<file path="config.mk">
export PLATFORM = sky130hd
export DESIGN_NAME = coupled_cell_p
export DESIGN_NICKNAME = d
export VERILOG_FILES = /design/src/rtl/coupled_cell_p.sv
export SDC_FILE = /design/constraint.sdc
export NUM_CORES = 1
export LEC_CHECK = 0
export BUFFER_PORTS_ARGS = -buffer_cell sky130_fd_sc_hd__buf_2
export CORE_UTILIZATION = 45
export DETAILED_ROUTE_END_ITERATION = 16
export PLACE_DENSITY = 0.69
export SYNTH_ARGS = -nofsm -noshare
export SYNTH_HDL_FRONTEND = slang
export SYNTH_SLANG_ARGS = --single-unit
</file>
<file path="constraint.sdc">
create_clock -name clk -period 2.7 [get_ports clk]
set_clock_uncertainty 0.15 [all_clocks]
set_input_delay 0.135 -clock clk [delete_from_list [all_inputs] [get_ports clk]]
set_output_delay 0.135 -clock clk [all_outputs]
set_load 0.02 [all_outputs]
</file>
<file path="src/rtl/coupled_cell_p.sv">
// Coupled oscillator cell: weight-controlled tunable delay on two oscillator paths,
// glitch-safe weight commit, and a windowed sin/din mismatch counter.
`timescale 1ns/1ps
module coupled_cell_p #(
  parameter int unsigned MAX_WEIGHT = 2,
  parameter int unsigned CNT_W      = 16,
  localparam int unsigned WW        = $clog2(2*MAX_WEIGHT+1)
) (
  input  logic             clk,
  input  logic             rst,
  input  logic             sin,
  input  logic             din,
  output logic             sout,
  output logic             dout,
  input  logic             wt_valid,
  input  logic [WW-1:0]    wt_data,
  output logic             wt_ready,
  input  logic             start,
  input  logic [CNT_W-1:0] win_len,
  output logic             busy,
  output logic             done,
  output logic [CNT_W-1:0] mm_count
);

  localparam logic [WW-1:0] ZERO_W = WW'(MAX_WEIGHT);
  localparam logic [WW-1:0] TOP_W  = WW'(2*MAX_WEIGHT);

  typedef enum logic [1:0] {S_IDLE, S_COUNT, S_DONE} state_e;

  state_e           state_q, state_d;
  logic [WW-1:0]    active_q, shadow_q;
  logic             wt_ready_q;
  logic [1:0]       sin_sync_q, din_sync_q;
  logic             sin_s, din_s, mm_s;
  logic [MAX_WEIGHT-1:0] hist_s_q, hist_d_q;
  logic             sout_q, dout_q, sout_d, dout_d;
  logic             c_pos, c_neg, slow_s, slow_d;
  logic [WW-1:0]    k, n_s, n_d;
  logic [CNT_W-1:0] win_q, win_d, mm_q, mm_d;
  logic             busy_q, busy_d, done_q, done_d;

  // Two-flop synchronizers for the mismatch and commit logic
  always_ff @(posedge clk) begin
    if (rst) begin
      sin_sync_q <= '0;
      din_sync_q <= '0;
    end else begin
      sin_sync_q <= {sin_sync_q[0], sin};
      din_sync_q <= {din_sync_q[0], din};
    end
  end

  assign sin_s = sin_sync_q[1];
  assign din_s = din_sync_q[1];
  assign mm_s  = sin_s ^ din_s;

  // Shadow weight only reaches the delay lines while both oscillators are low
  always_ff @(posedge clk) begin
    if (rst) begin
      active_q   <= ZERO_W;
      shadow_q   <= ZERO_W;
      wt_ready_q <= 1'b1;
    end else if (!wt_ready_q) begin
      if (!sin_s && !din_s) begin
        active_q   <= shadow_q;
        wt_ready_q <= 1'b1;
      end
    end else if (wt_valid) begin
      shadow_q   <= (wt_data > TOP_W) ? TOP_W : wt_data;
      wt_ready_q <= 1'b0;
    end
  end

  // Slow-level selection and AND-of-taps delay: rising edges wait for every enabled tap
  always_comb begin
    c_pos  = active_q > ZERO_W;
    c_neg  = active_q < ZERO_W;
    k      = c_pos ? (active_q - ZERO_W) : (ZERO_W - active_q);
    slow_s = (c_pos && (sin ^ din)) || (c_neg && !(sin ^ din));
    slow_d = (c_pos && !(sout_q ^ dout_q)) || (c_neg && (sout_q ^ dout_q));
    n_s    = slow_s ? k : '0;
    n_d    = slow_d ? k : '0;
    sout_d = sin;
    dout_d = din;
    for (int i = 0; i < int'(MAX_WEIGHT); i++) begin
      if (WW'(i) < n_s) sout_d = sout_d & hist_s_q[i];
      if (WW'(i) < n_d) dout_d = dout_d & hist_d_q[i];
    end
  end

  // Oscillator delay stages carry no reset
  always_ff @(posedge clk) begin
    hist_s_q[0] <= sin;
    hist_d_q[0] <= din;
    for (int i = 1; i < int'(MAX_WEIGHT); i++) begin
      hist_s_q[i] <= hist_s_q[i-1];
      hist_d_q[i] <= hist_d_q[i-1];
    end
    sout_q <= sout_d;
    dout_q <= dout_d;
  end

  // Measurement FSM: state register
  always_ff @(posedge clk) begin
    if (rst) begin
      state_q <= S_IDLE;
      win_q   <= '0;
      mm_q    <= '0;
      busy_q  <= 1'b0;
      done_q  <= 1'b0;
    end else begin
      state_q <= state_d;
      win_q   <= win_d;
      mm_q    <= mm_d;
      busy_q  <= busy_d;
      done_q  <= done_d;
    end
  end

  // Measurement FSM: next state
  always_comb begin
    state_d = state_q;
    unique case (state_q)
      S_IDLE:  if (start) state_d = (win_len == '0) ? S_DONE : S_COUNT;
      S_COUNT: if (win_q == CNT_W'(1)) state_d = S_DONE;
      S_DONE:  state_d = S_IDLE;
      default: state_d = S_IDLE;
    endcase
  end

  // Measurement FSM: outputs and counters
  always_comb begin
    win_d  = win_q;
    mm_d   = mm_q;
    busy_d = (state_d == S_COUNT);
    done_d = (state_d == S_DONE);
    case (state_q)
      S_IDLE: begin
        if (start) begin
          win_d = win_len;
          mm_d  = '0;
        end
      end
      S_COUNT: begin
        win_d = win_q - CNT_W'(1);
        if (mm_s && (mm_q != '1)) mm_d = mm_q + CNT_W'(1);
      end
      default: begin
      end
    endcase
  end

  assign sout     = sout_q;
  assign dout     = dout_q;
  assign wt_ready = wt_ready_q;
  assign busy     = busy_q;
  assign done     = done_q;
  assign mm_count = mm_q;

endmodule

</file>
==> qor.txt <==
status - finished, final reports clean
htree depth - 2
clk sinks - 53
CTS clock-pin slew for the worst setup and hold paths - 0.10 ns
Post-Synth XOR/XNOR Area - 0.0507
multiplexer area fraction after synthesis - 0.0319
# Max-Cap Violations - 0
Wirelength per Cell - 14.1 um
GP Congestion - 0.879
Die Y - 77.9 um
Leak Pwr - 1.18 nW
P&R area growth vs syn - 17.4%
Ys Warns - 0
Critical Path RT - 2.75 ns
Ant. Diodes - 0
Synth Area per Inst - 8.41 sq um
routed vias/inst - 5.61
Num CTS Buffers - 5
Finished Layout Cells - 428
worst hold path type - in2reg
startpoint types - flop
global-route wire length before repair - 10.1 mm
crit path kind - reg2reg
pin count of the biggest net entering global routing - 36
floorplan row count - 27
area of the multi-input gates - 0.00143 sq mm
antenna violation net count after detailed routing - 0
RSZ-0062 raised after global routing - false
largest family of logic cells by synthesized area - simple AND/OR/NAND/NOR gates
Post-synth EDFFs - 0
post-synthesis cell type count - 49
vias in the first global route - 2087
initial antenna violation count - 0
first-pass detailed-route iteration total - 4
prevailing post-synth register cell - dfxtp_1
Post-DP HPWL - 4.30 mm
core area - 0.00554 sq mm
Total Routing Usage GR - 0.211
Top Ports - 46
number of port buffers - 45
hold-fix buffers at CTS - 11
Starting Density - 0.467
Tmin final - 2.25 ns
DR iter-0 viols - 115
Residual DRC - 0
CTS tree - done
Synth Net Count - 338
Worst EP arrival - 2.30 ns
Post-Syn Instances - 308
final core occ - 0.549
worst-margin pin slew - 0.640 ns
clock latency on the worst-skew pair - 0.31 ns
Post-synth ARST share - 0
die area - 0.00606 sq mm
pwr dens - 521 mW/mm^2
Reg area - 0.00106 sq mm
Cell Count Post-Placement - 409
Max Fclk - 445 MHz
Worst IR Drop VDD - 0.227 mV
Synth Area in Compound Gates - 0.176
register area share after synthesis - 0.410
final WL - 6.02 mm
Clock Path Buffers - 2
Post-Syn Area - 0.00259 sq mm
Synth Area in Adders - 0.0242
slew margin rel. - 0.573
Die Width - 77.9 um
CP max FO - 18
layout cells sized above 1 - 0.180
Synth Area in Simple Gates - 0.268
Post CTS Setup Buffer Count - 0
synthesized flop and latch total - 53
Final #Nets - 385
Fill cells - 552
count of final setup violators - 0
CTS Root Buffer Type - clkbuf_8
Pins Over Slew Limit - 0
via count - 2402
period utilization - 0.832
grt total ovfl - 0
Setup crit end kind - flop
final hold violations - 0
CTS-repair resized insts - 0
Setup TNS - 0 ns
-- worst paths after layout --
check	startpoint	endpoint	slack [ns]	cells past startpoint
worst min-delay path	win_len[6]	win_q[6]$_SDFFE_PP0P_	0.05	3
worst min register to register	hist_d_q[0]$_DFF_P_	hist_d_q[1]$_DFF_P_	0.20	0
worst max register to register	state_q[0]$_SDFF_PP0_	mm_count[15]$_SDFFE_PP0P_	0.45	5
worst max-delay path	state_q[0]$_SDFF_PP0_	mm_count[15]$_SDFFE_PP0P_	0.45	5
-- synth_stat cells (7+ instances only) --
cell type,instances,area share
xnor2_1,13,0.044
nor2_1,38,0.055
nand2_1,25,0.036
a211oi_1,10,0.029
clkbuf_1,14,0.020
nor3_1,7,0.014
nand3_1,15,0.029
o21ai_0,7,0.014
a21oi_1,23,0.044
nand4_1,7,0.017
dfxtp_1,53,0.41
inv_1,8,0.012
-- critical path, cell delays in order (launching register included) --
cell	delay [ns]
dfxtp_1	0.74
and3b_1	0.41
nand2_1	0.13
a2111oi_0	0.48
xnor2_1	0.17
nor2_1	0.06
-- cells in the final DEF, fill, tap and decap left out, types with 5 or more instances in the layout --
master and count:
xnor2_1 13, nand2_1 25, nor4_1 5, nand3_1 15, dfxtp_1 53, nor2_1 38
nand3b_1 5, ha_1 5, o21ai_0 7, inv_1 8, nand2b_1 6, a21oi_1 23
clkbuf_8 5, dlygate4sd3_1 11, nand4_1 7, mux2i_1 6, buf_2 45, nor2b_1 5
nor3_1 7, a211oi_1 10
-- stage by stage --
step                      hold slack (ns)  setup WS (ns)  instance area, sq um  total power (W)
final                              0.0523          0.452                  3040          0.00158
after global routing               0.0441          0.361                  3040          0.00167
after CTS                          0.0458          0.490                  3040          0.00160
after detailed placement            0.116          0.502                  2840          0.00113
after global placement              0.115          0.547                  2840          0.00112
after floorplan                    0.0127          0.601                  2590          0.00106
-- cell families (layout without fill, tap and decap cells) --
logic type	count (synthesis)	count (layout)
muxes	8	8
DFF	53	53
buffers and inverters	25	73
xor gates and xnor gates	15	15
AOI/OAI and AO/OA	69	69
and+or+nand+nor	133	133
adders and majority gates	5	5
-- cell type report --
class / count / share of cell area
clock inverter: 3 / 0.00699
multi-input combinational: 230 / 0.469
clock buffer: 5 / 0.0226
timing repair buffer: 57 / 0.113
sequential: 53 / 0.349
tap: 72 / 0.0296
inverter: 8 / 0.00987
-- report_power, final --
part / total [W] / internal (W) / leakage (nW) / switching (W)
Sequential: 0.000863 / 0.000822 / 0.435 / 0.0000408
Combinational: 0.000260 / 0.000114 / 0.704 / 0.000145
Clock: 0.000461 / 0.000185 / 0.0445 / 0.000276
-- state kept, by name, summed over array words and instances (netlist names) --
name / count
state_q: 2
sout: 1
done: 1
hist_s_q: 2
din_sync_q: 2
mm_count: 16
win_q: 16
active_q: 3
hist_d_q: 2
shadow_q: 3
busy: 1
sin_sync_q: 2
wt_ready: 1
dout: 1
-- metal layers --
layer	GRT usage	vias to the layer above	wire length [um]
li1	-	1216	-
met4	0.0623	0	52
met5	0	-	0
met2	0.329	78	2720
met3	0.0400	5	371
met1	0.293	1103	2880
No activity file was read; power rests on OpenSTA's default activity.
